## src/rtl/sprite_line_fetcher.sv

```systemverilog
// Per-scanline sprite row fetcher: walks entity slots in hblank, reads ROM rows into a shadow set, serialises the active set to pixels.
// Latency: fetch N+hits+1 cycles from fetch_start to fetch_done; pixel outputs 1 cycle after h_count. No backpressure; ROM is combinational.
module sprite_line_fetcher #(
  parameter int NUM_SLOTS  = 4,
  parameter int SLOT_W     = 2,
  parameter int SCALE_LOG2 = 2
) (
  input  logic                    clk,
  input  logic                    reset,
  input  logic                    fetch_start,
  input  logic [9:0]              next_line,
  input  logic                    line_swap,
  input  logic [9:0]              h_count,
  input  logic [NUM_SLOTS-1:0]    slot_valid,
  input  logic [NUM_SLOTS*10-1:0] slot_x,
  input  logic [NUM_SLOTS*10-1:0] slot_y,
  input  logic [NUM_SLOTS*4-1:0]  slot_charc,
  input  logic [NUM_SLOTS*2-1:0]  slot_dir,
  output logic [3:0]              rom_charc,
  output logic [1:0]              rom_direction,
  output logic [2:0]              rom_index,
  input  logic [7:0]              rom_data,
  output logic                    fetch_busy,
  output logic                    fetch_done,
  output logic                    pixel_on,
  output logic [SLOT_W-1:0]       pixel_slot
);

  localparam int SPAN = 8 << SCALE_LOG2;

  typedef enum logic [1:0] {IDLE, CHECK, READ, DONE} state_t;

  state_t            state;
  logic [SLOT_W-1:0] ptr;
  logic [9:0]        line_q;

  logic [NUM_SLOTS-1:0] sh_hit;
  logic [7:0]           sh_row [NUM_SLOTS];
  logic [9:0]           sh_x   [NUM_SLOTS];
  logic [NUM_SLOTS-1:0] act_hit;
  logic [7:0]           act_row [NUM_SLOTS];
  logic [9:0]           act_x   [NUM_SLOTS];

  logic [9:0] cur_x;
  logic [9:0] cur_y;
  logic [9:0] dy;
  logic       cur_hit;
  logic       last_slot;

  assign cur_x     = slot_x[int'(ptr)*10 +: 10];
  assign cur_y     = slot_y[int'(ptr)*10 +: 10];
  // Only evaluated when line_q >= cur_y, so the subtraction never wraps.
  assign dy        = line_q - cur_y;
  assign cur_hit   = slot_valid[ptr] && (line_q >= cur_y) && (dy < 10'(SPAN));
  assign last_slot = (ptr == SLOT_W'(NUM_SLOTS-1));

  always_ff @(posedge clk or posedge reset) begin
    if (reset) begin
      state         <= IDLE;
      ptr           <= '0;
      line_q        <= '0;
      rom_charc     <= '0;
      rom_direction <= '0;
      rom_index     <= '0;
      fetch_busy    <= 1'b0;
      fetch_done    <= 1'b0;
      sh_hit        <= '0;
      for (int i = 0; i < NUM_SLOTS; i++) begin
        sh_row[i] <= '0;
        sh_x[i]   <= '0;
      end
    end else begin
      fetch_done <= 1'b0;
      case (state)
        IDLE: begin
          if (fetch_start) begin
            line_q     <= next_line;
            ptr        <= '0;
            fetch_busy <= 1'b1;
            state      <= CHECK;
          end
        end
        CHECK: begin
          if (cur_hit) begin
            rom_charc     <= slot_charc[int'(ptr)*4 +: 4];
            rom_direction <= slot_dir[int'(ptr)*2 +: 2];
            rom_index     <= dy[SCALE_LOG2 +: 3];
            state         <= READ;
          end else begin
            sh_hit[ptr] <= 1'b0;
            if (last_slot) begin
              fetch_done <= 1'b1;
              state      <= DONE;
            end else begin
              ptr <= ptr + 1'b1;
            end
          end
        end
        READ: begin
          sh_row[ptr] <= rom_data;
          sh_x[ptr]   <= cur_x;
          sh_hit[ptr] <= 1'b1;
          if (last_slot) begin
            fetch_done <= 1'b1;
            state      <= DONE;
          end else begin
            ptr   <= ptr + 1'b1;
            state <= CHECK;
          end
        end
        DONE: begin
          fetch_busy <= 1'b0;
          state      <= IDLE;
        end
        default: state <= IDLE;
      endcase
    end
  end

  // A swap that lands mid-fetch would expose a half-written shadow set, so the line is blanked instead.
  always_ff @(posedge clk or posedge reset) begin
    if (reset) begin
      act_hit <= '0;
      for (int i = 0; i < NUM_SLOTS; i++) begin
        act_row[i] <= '0;
        act_x[i]   <= '0;
      end
    end else if (line_swap) begin
      if (fetch_busy) begin
        act_hit <= '0;
      end else begin
        act_hit <= sh_hit;
        for (int i = 0; i < NUM_SLOTS; i++) begin
          act_row[i] <= sh_row[i];
          act_x[i]   <= sh_x[i];
        end
      end
    end
  end

  logic [NUM_SLOTS-1:0] opaque;

  for (genvar g = 0; g < NUM_SLOTS; g++) begin : g_slot
    logic [9:0] col;
    assign col       = h_count - act_x[g];
    assign opaque[g] = act_hit[g] && (h_count >= act_x[g]) && (col < 10'(SPAN))
                       && !act_row[g][3'd7 - col[SCALE_LOG2 +: 3]];
  end

  logic              win;
  logic [SLOT_W-1:0] win_slot;

  always_comb begin
    win      = 1'b0;
    win_slot = '0;
    for (int i = NUM_SLOTS-1; i >= 0; i--) begin
      if (opaque[i]) begin
        win      = 1'b1;
        win_slot = SLOT_W'(i);
      end
    end
  end

  always_ff @(posedge clk or posedge reset) begin
    if (reset) begin
      pixel_on   <= 1'b0;
      pixel_slot <= '0;
    end else begin
      pixel_on   <= win;
      pixel_slot <= win_slot;
    end
  end

endmodule
```

## config.mk

```make
export PLATFORM = sky130hd
export DESIGN_NAME = sprite_line_fetcher
export DESIGN_NICKNAME = d
export VERILOG_FILES = /design/src/rtl/sprite_line_fetcher.sv
export SDC_FILE = /design/constraint.sdc
export NUM_CORES = 1
export LEC_CHECK = 0
export BUFFER_PORTS_ARGS = -buffer_cell sky130_fd_sc_hd__buf_2
export CORE_MARGIN = 3
export CORE_UTILIZATION = 52
export DETAILED_ROUTE_END_ITERATION = 8
export GPL_TIMING_DRIVEN = 0
export PLACE_DENSITY = 0.76
export SYNTH_ARGS = -nofsm -noshare
export SYNTH_HDL_FRONTEND = slang
export SYNTH_SLANG_ARGS = --single-unit
```

## constraint.sdc

```tcl
create_clock -name clk -period 5 [get_ports clk]
set_clock_uncertainty 0.05 [all_clocks]
set_input_delay 0.25 -clock clk [delete_from_list [all_inputs] [get_ports clk]]
set_output_delay 0.25 -clock clk [all_outputs]
set_load 0.01 [all_outputs]
```

**Yosys cells after proc, flatten, opt, wreduce, memory -nomap -nowiden**

Index checks and enable logic that the tools add are counted.

- Bits in registers: 180
- Word-level logic and storage cells: 147

- Add/subtract/negate cells: 10
- Multiply operators: 1
- $lt $le $gt $ge: 18
- Equality and inequality tests: 7
- Shift-type cells: 4
- Mux-type cells: 43
- Bitwise logic cells: 5
- Reductions and logical operators: 31

Operators with widths:

| operator | count |
|---|---|
| $ge A10 B10 Y1 | 5 |
| $lt A10 B6 Y1 const B | 5 |
| $sub A10 B10 Y10 | 5 |
| $bwmux W40 | 1 |
| $shiftx A40 B32 Y10 | 1 |
| $shiftx A40 B7 Y10 | 1 |
| $bwmux W32 | 1 |
| $mux W2 | 11 |
| $demux W10 S2 | 1 |
| $demux W8 S2 | 1 |
| $logic_and A1 B1 Y1 | 16 |
| $lt A3 B4 Y1 const B | 4 |
| $shiftx A16 B5 Y4 | 1 |
| $mux W1 | 13 |
| $bmux W1 S3 | 4 |
| $reduce_and A2 Y1 | 6 |
| $sub A3 B3 Y3 const A | 4 |
| $mux W10 | 1 |
| $mux W4 | 2 |
| $mux W8 | 1 |
| $pmux W2 S4 | 1 |
| $pmux W4 S2 | 1 |
| $shiftx A8 B4 Y2 | 1 |
| $eq A2 B2 Y1 const B | 3 |
| 23 further kinds | 29 |

**Depth between registers and ports, before layout**

Gate-level depths: netlist of the first run.

- Depth after elaboration: 10
- Depth in mapped cells: 16
- Gate-level depth less buffers: 11

**Least setup slack after synthesis of the first run**

Ideal clock, no wire load.

- Path kind: register -> register
- Start point: register ptr[0]
- End point: register ptr[0]
- Library setup time: 0.122 ns
- Arrival: 3.980 ns
- Slack: 0.849 ns
- Stages on the path, launching flop included: 14
- Cell sequence: dfrtp_1 -> buf_1 -> clkbuf_1 -> mux4_2 -> ha_1 -> nand2b_1 -> a211o_1 -> a21boi_1 -> o21ai_0 -> nor4b_2 -> and3_1 -> buf_6 -> or4b_1 -> a32o_1

- Longest elaborated chain between the ends: 7
- Elaborated cells between the ends (all ways): 16

Ends and longest elaborated chain:

| what | RTL line | RTL |
|---|---|---|
| from (decl) | 34 | `logic [SLOT_W-1:0] ptr;` |
| from (signal assigned) | 95 | `ptr <= ptr + 1'b1;` |
| from (signal assigned) | 107 | `ptr <= ptr + 1'b1;` |
| $mul A2 B3 Y5 | 51 | `assign cur_y = slot_y[int'(ptr)*10 +: 10];` |
| $shiftx A40 B7 Y10 | 51 |  |
| $sub A10 B10 Y10 or $ge A10 B10 Y1 (tied branches) | 53, 54 |  |
| $lt A10 B6 Y1 or $logic_and A1 B1 Y1 (tied branches) | 54 | `assign cur_hit = slot_valid[ptr] && (line_q >= cur_y) && (dy < 10'(SPAN));` |
| $logic_and A1 B1 Y1 | 54 |  |
| $ne A2 B2 Y1 (no source line) | n/a |  |
| $reduce_and A3 Y1 (no source line) | n/a |  |

Parallel ways exist; a longest one is shown, timed or not. The select of a mux whose other input is x is not followed.
A chain may end at the register's enable or synchronous reset.

**Worst setup path in the final report of the first run**

- Start point: register ptr[1]
- End point: register rom_charc[1]

- Longest elaborated chain between the ends: 6
- Elaborated cells between the ends (all ways): 11

Ends and longest elaborated chain:

| what | RTL line | RTL |
|---|---|---|
| $mul A2 B3 Y5 | 51 |  |
| $shiftx A40 B7 Y10 | 51 |  |
| $sub A10 B10 Y10 or $ge A10 B10 Y1 (tied branches) | 53, 54 |  |
| $lt A10 B6 Y1 or $logic_and A1 B1 Y1 (tied branches) | 54 |  |
| $logic_and A1 B1 Y1 | 54 |  |
| $reduce_and A2 Y1 (no source line) | n/a |  |
| to (signal assigned) | 85 | `rom_charc <= slot_charc[int'(ptr)*4 +: 4];` |
| to (decl) | 19 | `output logic [3:0] rom_charc,` |

Parallel ways exist; a longest one is shown, timed or not. The select of a mux whose other input is x is not followed.

==> impl_metrics.py, run 1 <==
metrics = {
    "critical_path": {
        "worst-setup-path-type": "reg2reg",
        "arrival_ns": 5.04,
        "timing.critical_path.required_ns": 5.26,
        "cp-start-kind": "register",
        "max_fanout_on_critical_path": 10,
        "crit_path_end_kind": "register",
        "r2r_setup_slack_ns": 0.22,
        "startpoint": "ptr[1]$_DFFE_PP0P_",
        "reg2reg_from": "ptr[1]$_DFFE_PP0P_",
    },
    "finish": {
        "nNetsFinal": 1256,
        "register_area_sq_um": 4504,
        "stdcell_area_sq_um": 11920,
        "layout.cells.most_common_list": "180 x dfrtp_1, 156 x buf_2, 133 x mux2_2",
        "fillers": 1473,
        "multi_input_area_sq_um": 5179,
        "area_growth_syn_to_layout_pct": 18.48,
        "layout.core_utilization_pct": 63.31,
        "leading_cell_type_in_the_layout_fill_and_taps_excluded": "dfrtp_1",
        "final_layout_size_suffix_gt1_share_pct": 34.39,
    },
    "synth": {
        "ys_warn_count": 0,
        "synth.avg_cell_area_sq_um": 11.54,
        "synth.net_count": 1071,
        "number_of_instances_in_the_synthesized_netlist": 872,
        "synth_edf_count": 0,
        "synth_area_sq_um": 10060,
        "synth-seq-area-share_pct": 44.76,
        "proportion_of_register_bits_with_asynchronous_set_or_reset_after_synthesis_pct": 100.0,
        "synth_seq_cells": 180,
        "synthDistinctLibCells": 70,
        "synth_ff_type": "dfrtp_1",
    },
    "floorplan": {
        "width_of_the_chip_um": 145.1,
        "top_level_ports": 154,
        "placementRows": 50,
        "fp.dieArea_sq_um": 21060,
        "fp.dieH_um": 145.1,
        "floorplan.initialDensity_pct": 53.44,
        "floorplan.core_area_sq_um": 18830,
    },
    "clocking": {
        "cts_max_path_buffers": 2,
        "root_buffer": "clkbuf_16",
        "cts_tree": "yes",
        "clock-sinks": 180,
        "path_clk_slew_ns": 0.07,
        "insertion_delay_ns": 0.43,
        "clock_buffers_created_by_tritoncts": 17,
        "h-tree-depth": 4,
    },
    "grt": {
        "grt_resource_usage_total_pct": 23.97,
        "first_pass_grt_wire_length_mm": 40.37,
        "grt_start_max_net_pins": 43,
        "first_global_vias": 7786,
        "antenna_found_initial": 1,
        "grt_overflow": 0,
    },
    "power": {
        "power.switching_fraction_pct": 38.19,
        "p_seq_share_pct": 33.8,
        "power.density_cell_area_nw_per_um2": 624.1,
        "total_switching_power_mw": 2.841,
        "combinationalPowerShare_pct": 48.4,
        "ir_drop_uv": 314.8,
        "internal-power_mw": 4.599,
        "leakage_component_of_the_power_nw": 5.490,
        "share_clk_of_total_power_pct": 17.8,
    },
    "outcome": {
        "run_status": "finished, final reports clean",
    },
    "routing": {
        "dr.pass1.iters": 5,
        "detailroute.via_count": 7632,
        "route.detailed.vias_per_inst": 5.734,
        "post_drt_wl_per_cell_um": 18.76,
        "route.antenna.remaining_nets": 0,
        "drt_first_iter_violations": 460,
        "drcViolationCount": 0,
        "wire_length_after_detailed_routing_mm": 24.97,
    },
    "sta": {
        "final-setup-viol-count": 0,
        "max_slew_margin_pct": 34.60,
        "slew_at_the_pin_with_the_worst_max_slew_slack_ns": 0.9810,
        "clock.fmax_ghz": 0.2091,
        "post-route-worst-setup-slack_ns": 0.2165,
        "drv_slew": 0,
        "hold_violation_count_in_the_final_report": 0,
        "fin_crit_sh_pct": 95.67,
        "post-route-min-period_ns": 4.783,
    },
    "placement": {
        "post_dp_cell_area_sq_um": 11240,
        "detailedPlacementHpwl_mm": 18.91,
        "gp_congestion": 0.9190,
        "place_ws_ns": 0.006344,
        "portBuffers": 153,
    },
    "worst_hold_path": {
        "worst_hold_path_type": "in2reg",
        "hold_path_startpoint": "next_line[2]",
    },
    "flow_run": {
        "drv_cap": 0,
    },
}
-- synthesized netlist by cell type (3+ instances only) --
library cell	instances	area (sq um)
dfrtp_1	180	4504
mux2_2	133	1498
inv_1	68	255.2
nand2_1	67	251.5
o21ai_0	61	305.3
ha_1	59	738.2
a21oi_1	27	135.1
mux2i_1	27	270.3
mux4_2	27	608.1
nor2_1	22	82.58
clkbuf_1	16	60.06
nor2b_1	15	93.84
nand3_1	10	50.05
a211oi_1	9	67.56
xnor2_1	9	78.83
nor3_1	8	40.04
a31oi_1	7	43.79
buf_1	7	26.28
a21o_1	6	45.04
nand2b_1	6	37.54
o21a_1	6	45.04
xor2_1	6	52.55
o211ai_1	5	37.54
or4_1	5	37.54
a31o_2	4	35.03
and2_1	4	25.02
nor3b_1	4	30.03
nor4_1	4	25.02
o41ai_1	4	35.03
a21boi_0	3	22.52
a22oi_1	3	22.52
and3_1	3	18.77
buf_2	3	15.01
o2111a_1	3	33.78
o2111ai_1	3	26.28
or2_2	3	18.77
-- final timing paths --
check | to | cells past startpoint
max | rom_charc[1]$_DFFE_PP0P_ | 15
max reg2reg | rom_charc[1]$_DFFE_PP0P_ | 15
min reg2reg | act_x[13]$_DFFE_PP0P_ | 2
min | line_q[2]$_DFFE_PP0P_ | 2
max in group asynchronous | sh_x[19]$_DFFE_PP0P_ | 5
min in group asynchronous | act_row[18]$_DFFE_PP0P_ | 3
-- worst max-delay path, cell delays in order (launching register included) --
cell and delay [ns]:
dfrtp_1 0.43, clkbuf_2 0.37, buf_1 0.58, buf_1 0.54, mux4_2 0.40, inv_1 0.08, ha_1 0.22, nor2_1 0.10
a211o_1 0.33, a21boi_1 0.19, o32ai_1 0.12, nor4b_2 0.33, and3_1 0.21, buf_6 0.13, buf_4 0.21, mux2_2 0.36
-- logic make-up after synthesis --
kind of cell	Yosys count	synth area share [%]
adder cells (fa/ha/maj)	59	7.337
multiplexers	187	23.61
flip-flops	180	44.76
AND/OR/NAND/NOR	164	8.182
buffers and inverters	97	3.768
XOR/XNOR	15	1.306
AO/OA/AOI/OAI	170	11.03
-- power by group through the flow --
stage	logic (mW)	clock network, mW	registers [mW]
floorplan	2.80	0	2.40
global placement	3.44	0	2.49
detailed placement	3.56	0	2.53
CTS	3.60	1.34	2.51
global route	4.00	1.40	2.59
finish	3.60	1.32	2.52
-- per-layer routing --
layer,share of wire [%],up-vias,global-route usage (%)
met2,49,223,39.32
met1,44,3805,32.60
li1,-,3565,-
met3,5.4,39,4.841
met5,0,-,0
met4,1.8,0,6.933
-- registers in the layout, indices dropped and copies added (netlist names), named ones only --
name           flops
state              2
pixel_on           1
act_row           32
ptr                2
fetch_done         1
fetch_busy         1
act_x             40
sh_x              40
rom_charc          4
line_q            10
rom_index          3
pixel_slot         2
act_hit            4
rom_direction      2
sh_row            32
-- area by class of cell --
class                   count  area share (%)
multi-input cells         595           43.44
plain buffers              28           1.081
clock inverters            14           1.207
repair buffers            166           7.851
well taps                 260           2.729
diodes                      1         0.02099
clock buffers              18           3.684
flip-flops and latches    180           37.78
inverters                  69           2.204
-- per-stage QoR --
step	TNS (ns)	hold slack [ns]	total power [mW]	std cells
6_report	0	0.02050	7.440	1331
5_1_grt	-0.02246	0.01846	7.990	1331
4_1_cts	0	0.001174	7.448	1330
3_5_place_dp	0	0.4064	6.090	1289
3_3_place_gp	0	0.4035	5.935	1285
2_1_floorplan	0	0.2964	5.199	872
-- what timing repair did --
item / in CTS / in global routing
pin swaps: 0 / 0
cloned: 0 / 0
gates resized for setup: 1 / 4
hold endpoints to repair: 43 / 0
buffers inserted: 0 / 0
hold buffers: 9 / 0
endpoints found under the setup margin: 1 / 10
Note: power is estimated with default switching activity, not from simulation.
==> inputs of run 2 (changes only) <==
ABC_AREA = 0   (was default)
BUFFER_PORTS_ARGS = default   (was -buffer_cell sky130_fd_sc_hd__buf_2)
CORE_UTILIZATION = 55   (was 52)
DONT_BUFFER_PORTS = 1   (was default)
HOLD_SLACK_MARGIN = 0.06   (was default)
PLACE_DENSITY = 0.72   (was 0.76)
==> impl_metrics.py, run 2 (synthesis gave the netlist of run 1 again) <==
metrics = {
    "outcome": {
        "run_status": "finished, final reports clean",
    },
    "sta": {
        "max_slew_margin_pct": 38.07,
        "slew_at_the_pin_with_the_worst_max_slew_slack_ns": 0.9290,
        "clock.fmax_ghz": 0.2184,
        "post-route-min-period_ns": 4.578,
        "totalNegativeSetupSlack_ns": 0,
        "hold_violation_count_in_the_final_report": 0,
        "rsz0062_at_grt": "false",
        "drv_slew": 0,
        "final-setup-viol-count": 0,
        "post-route-worst-setup-slack_ns": 0.4222,
        "fin_crit_sh_pct": 91.56,
    },
    "critical_path": {
        "crit_path_end_kind": "register",
        "cp-start-kind": "register",
        "max_fanout_on_critical_path": 10,
        "worst-setup-path-type": "reg2reg",
        "worst_path_largest_cell_delay_ns": 0.63,
        "cells_along_the_critical_path": "clkdlybuf4s15_1 > clkbuf_2 > mux4_2 > ha_1 > nand2b_1 > a211o_1 > a21boi_1 > o32ai_1 > nor4b_2 > and3_1 > buf_6 > buf_4 > mux2_2",
        "critical_path.slowest_cell": "clkdlybuf4s15_1",
        "arrival_ns": 4.84,
        "timing.critical_path.required_ns": 5.27,
    },
    "clocking": {
        "cts_tree": "yes",
        "post_cts_buffers": 0,
        "clock-sinks": 180,
        "root_buffer": "clkbuf_16",
        "clock_buffers_created_by_tritoncts": 17,
        "path_clk_slew_ns": 0.07,
        "cts_max_path_buffers": 2,
        "insertion_delay_ns": 0.43,
        "h-tree-depth": 4,
    },
    "floorplan": {
        "fp.dieArea_sq_um": 19950,
        "floorplan.core_area_sq_um": 17600,
        "fp.dieH_um": 141.3,
        "floorplan.initialDensity_pct": 57.18,
        "width_of_the_chip_um": 141.3,
        "placementRows": 48,
        "top_level_ports": 154,
    },
    "power": {
        "power.density_cell_area_nw_per_um2": 653.7,
        "p_total_mw": 7.342,
        "leakage_component_of_the_power_nw": 4.919,
        "ir_drop_uv": 320.6,
    },
    "finish": {
        "stdcell_area_sq_um": 11230,
        "leading_cell_type_in_the_layout_fill_and_taps_excluded": "dfrtp_1",
        "largest_registers": "act_x (40), sh_x (40)",
        "finish.cell_count_without_fillers": 1155,
        "layout.cells.most_common_list": "180 x dfrtp_1, 133 x mux2_2, 67 x nand2_1, 67 x inv_1, 61 x o21ai_0",
        "fillers": 1406,
        "nNetsFinal": 1115,
        "area_growth_syn_to_layout_pct": 11.61,
        "final_layout_size_suffix_gt1_share_pct": 23.25,
    },
    "grt": {
        "grt_start_max_net_pins": 44,
        "grt_overflow": 0,
        "first_pass_grt_wire_length_mm": 37.73,
        "first_global_vias": 7018,
        "antenna_found_initial": 2,
        "grt_resource_usage_total_pct": 24.14,
    },
    "routing": {
        "route.antenna.remaining_nets": 0,
        "post_drt_wl_per_cell_um": 20.28,
        "drt_first_iter_violations": 452,
        "route.detailed.vias_per_inst": 6.086,
        "dr.pass1.iters": 5,
        "wire_length_after_detailed_routing_mm": 23.43,
        "detailroute.via_count": 7029,
        "drcViolationCount": 0,
    },
    "placement": {
        "gp_congestion": 0.8727,
        "detailedPlacementHpwl_mm": 18.00,
        "post_dp_cell_area_sq_um": 10430,
        "place_ws_ns": 0.07767,
        "dp_cells": 1101,
        "portBuffers": 0,
    },
    "worst_hold_path": {
        "worst_hold_path_type": "in2reg",
    },
    "flow_run": {
        "drv_cap": 0,
    },
}
-- run 2: cell count changes in the layout (fill, tap and decap cells not counted), sizes merged --
cell,before,now
dlygate4sd3,9,21
inv,75,76
clkinv,4,2
buf,168,14
clkbuf,34,35
clkinvlp,3,4
-- run 2: worst max-delay path: cells and delay by family (launching register included) --
kind | cells | cell delay, ns
and+or+nand+nor | 3 | 0.74
buffers and inverters | 4 | 1.39
DFF | 1 | 0.52
AOI/OAI and AO/OA | 3 | 0.61
muxes | 2 | 0.91
adders and majority gates | 1 | 0.22
-- run 2: metal layers --
layer  vias up  GRT usage, %  share of wire [%]
met1      3505         35.55                 47
li1       3280             -                  -
met5         -             0              0.030
met2       198         36.72                 46
met4         2         7.751                2.6
met3        44         4.179                4.8
-- run 2: worst paths after layout --
| kind | from | depth (start not counted) | end | slack, ns |
|---|---|---|---|---|
| setup / recovery | ptr[0]$_DFFE_PP0P_ | 13 | rom_charc[2]$_DFFE_PP0P_ | 0.42 |
| hold / removal | slot_dir[0] | 2 | rom_direction[0]$_DFFE_PP0P_ | 0.13 |
| setup reg to reg | ptr[0]$_DFFE_PP0P_ | 13 | rom_charc[2]$_DFFE_PP0P_ | 0.42 |
| hold reg to reg | sh_x[17]$_DFFE_PP0P_ | 2 | act_x[17]$_DFFE_PP0P_ | 0.43 |
| max in group asynchronous | reset | 4 | act_x[17]$_DFFE_PP0P_ | 3.62 |
| min in group asynchronous | reset | 2 | sh_row[19]$_DFFE_PP0P_ | 0.36 |
-- run 2: cell type report --
class / count / area (sq um) / share of cell area [%]
buffer: 28 / 130.1 / 1.159
inverter: 69 / 262.8 / 2.340
multi-input combinational: 595 / 5179 / 46.11
clock buffer: 18 / 439.2 / 3.910
sequential: 180 / 4504 / 40.11
tap: 225 / 281.5 / 2.507
clock inverter: 14 / 141.4 / 1.259
antenna: 1 / 2.502 / 0.02228
timing repair buffer: 25 / 290.3 / 2.585
-- run 2: report_power, final --
| group | internal, mW | switching, mW | leakage (nW) | total (mW) |
|---|---|---|---|---|
| Combinational | 1.69 | 1.81 | 2.47 | 3.50 |
| Clock | 0.716 | 0.609 | 0.279 | 1.32 |
| Sequential | 2.14 | 0.374 | 2.17 | 2.52 |
| Total | 4.55 | 2.79 | 4.92 | 7.34 |
-- run 2: per-stage QoR --
step | utilization (%) | hold WS [ns]
2_1_floorplan | - | 0.2964
3_3_place_gp | 58.80 | 0.2989
3_5_place_dp | 59.26 | 0.2240
4_1_cts | 63.75 | 0.1165
5_1_grt | 63.82 | 0.1334
6_report | 63.82 | 0.1323
-- run 2: what timing repair did --
item | CTS | global route
resized for setup | 0 | 7
hold buffers | 21 | 0
setup endpoints to repair | 0 | 16
hold endpoints to repair | 75 | 0
==> inputs of run 3 (changes only) <==
CORE_UTILIZATION = 58   (was 55)
CTS_CLUSTER_SIZE = 30   (was default)
PLACE_DENSITY = 0.75   (was 0.72)
==> impl_metrics.py, run 3 (synthesis gave the netlist of run 1 again) <==
metrics = {
    "routing": {
        "wire_length_after_detailed_routing_mm": 24.18,
        "route.antenna.remaining_nets": 0,
        "dr.pass1.iters": 5,
        "post_drt_wl_per_cell_um": 21.04,
        "drt_first_iter_violations": 420,
        "detailroute.via_count": 7048,
        "drcViolationCount": 0,
        "route.detailed.vias_per_inst": 6.134,
    },
    "finish": {
        "area_growth_syn_to_layout_pct": 11.87,
        "largest_registers": "act_x (40), sh_x (40)",
        "nNetsFinal": 1115,
        "final_layout_size_suffix_gt1_share_pct": 23.04,
        "fillers": 1249,
        "leading_cell_type_in_the_layout_fill_and_taps_excluded": "dfrtp_1",
        "insertedDiodeCount": 0,
        "layout.cells.most_common_list": "180 x dfrtp_1, 133 x mux2_2, 67 x nand2_1, 67 x inv_1, 61 x o21ai_0",
    },
    "floorplan": {
        "fp.dieH_um": 137.7,
        "fp.dieArea_sq_um": 18970,
        "placementRows": 47,
        "width_of_the_chip_um": 137.7,
        "top_level_ports": 154,
        "floorplan.core_area_sq_um": 16760,
        "floorplan.initialDensity_pct": 60.04,
    },
    "clocking": {
        "cts_max_path_buffers": 2,
        "cts_tree": "yes",
        "h-tree-depth": 4,
        "path_clk_slew_ns": 0.07,
        "clock-sinks": 180,
        "root_buffer": "clkbuf_16",
        "insertion_delay_ns": 0.44,
        "clock_buffers_created_by_tritoncts": 17,
    },
    "critical_path": {
        "cp-start-kind": "register",
        "worst-path-buf-inv": 5,
        "critPathMostFrequentCell": "buf_1",
        "ff2ff_path_depth": 14,
        "crit_path_end_kind": "register",
        "critical_path.slowest_cell": "buf_1",
        "timing.critical_path.max_delay_family": "buffers and inverters",
        "cells_along_the_critical_path": "clkbuf_1 > buf_1 > buf_1 > mux4_2 > ha_1 > nand2b_1 > a211o_1 > a21boi_1 > o32ai_1 > nor4b_2 > and3_1 > buf_6 > buf_4 > mux2_2",
        "r2r_setup_slack_ns": 0.25,
        "max_fanout_on_critical_path": 10,
        "arrival_ns": 5.02,
        "worst_path_largest_cell_delay_ns": 0.53,
        "timing.critical_path.required_ns": 5.27,
        "worst-setup-path-type": "reg2reg",
        "critical_path_depth": 14,
    },
    "grt": {
        "grt_start_max_net_pins": 43,
        "busiest_layer": "met2",
        "groute.layer.met1.usage_pct": 36.21,
        "grtUsageMet3_pct": 4.565,
        "antenna_found_initial": 0,
        "grt_overflow": 0,
        "grt_resource_usage_total_pct": 25.92,
        "met2_usage_pct": 41.11,
        "first_pass_grt_wire_length_mm": 37.16,
        "first_global_vias": 7043,
    },
    "flow_run": {
        "drv_cap": 0,
    },
    "power": {
        "internal-power_mw": 4.657,
        "power.switching_fraction_pct": 37.67,
        "power.density_cell_area_nw_per_um2": 663.7,
        "share_clk_of_total_power_pct": 18.9,
        "total_switching_power_mw": 2.815,
        "p_seq_share_pct": 33.8,
        "leakage_component_of_the_power_nw": 4.942,
        "ir_drop_uv": 324.3,
        "combinationalPowerShare_pct": 47.3,
    },
    "sta": {
        "hold_violation_count_in_the_final_report": 0,
        "drv_slew": 0,
        "max_slew_margin_pct": 47.39,
        "totalNegativeSetupSlack_ns": 0,
        "clock.fmax_ghz": 0.2106,
        "post-route-min-period_ns": 4.749,
        "rsz0062_at_grt": "false",
        "slew_at_the_pin_with_the_worst_max_slew_slack_ns": 0.7892,
        "fin_crit_sh_pct": 94.99,
        "final-setup-viol-count": 0,
        "holdWs_ns": 0.1378,
    },
    "placement": {
        "portBuffers": 0,
        "detailedPlacementHpwl_mm": 18.32,
        "gp_congestion": 0.8650,
    },
    "worst_hold_path": {
        "min_delay_path_depth": 2,
        "worst_hold_path_type": "in2reg",
    },
    "outcome": {
        "run_status": "finished, final reports clean",
    },
}
## run 3: changes by cell type in the layout (fill, tap and decap cells not counted), sizes merged
cell | before | now
clkinv | 2 | 6
clkinvlp | 4 | 1
bufinv | 1 | 3
diode | 1 | 0
buf | 14 | 16
clkdlybuf4s15 | 1 | 0
inv | 76 | 72
## run 3: power groups by stage
stage	registers, mW	logic, mW	clock network, mW
detailed placement	2.54	3.47	0
CTS	2.52	3.53	1.43
floorplan	2.40	2.80	0
global route	2.60	3.92	1.49
finish	2.52	3.54	1.41
global placement	2.51	3.36	0
## run 3: routing by layer
layer / part of all wire, % / vias up
li1: - / 3274
met1: 44 / 3566
met2: 49 / 173
met3: 4.6 / 35
met4: 2.5 / 0
met5: 0 / -
## run 3: cell type report
class	count	area, sq um	area share (%)
repair buffers	25	290.3	2.579
clock inverters	13	171.4	1.523
flip-flops and latches	180	4504	40.01
clock buffers	19	452.9	4.024
well taps	220	275.3	2.445
inverters	69	262.8	2.334
multi-input cells	595	5179	46.00
plain buffers	28	121.4	1.078
## run 3: worst paths after layout
path	start	end
max in group asynchronous	reset	sh_x[14]$_DFFE_PP0P_
hold / removal	slot_charc[11]	rom_charc[3]$_DFFE_PP0P_
setup / recovery	ptr[1]$_DFFE_PP0P_	rom_charc[0]$_DFFE_PP0P_
hold reg to reg	sh_x[33]$_DFFE_PP0P_	act_x[33]$_DFFE_PP0P_
setup reg to reg	ptr[1]$_DFFE_PP0P_	rom_charc[0]$_DFFE_PP0P_
min in group asynchronous	reset	sh_row[23]$_DFFE_PP0P_
## run 3: per-stage QoR
step	util [%]	area (sq um)	power, mW	worst slack, ns	std cells
after global routing	67.17	11260	8.013	0.04520	1149
final	67.17	11260	7.472	0.2506	1149
after CTS	67.16	11260	7.473	0.2536	1149
after floorplan	-	10070	5.199	0.8488	872
after detailed placement	62.18	10420	6.010	0.2557	1096
after global placement	61.70	10340	5.870	0.2860	1092
## run 3: what timing repair did
action,in CTS,in global routing
endpoints found under the setup margin,0,9
setup buffers,0,0
endpoints found under the hold margin,66,0
hold buffers,21,0
gates resized for setup,0,2
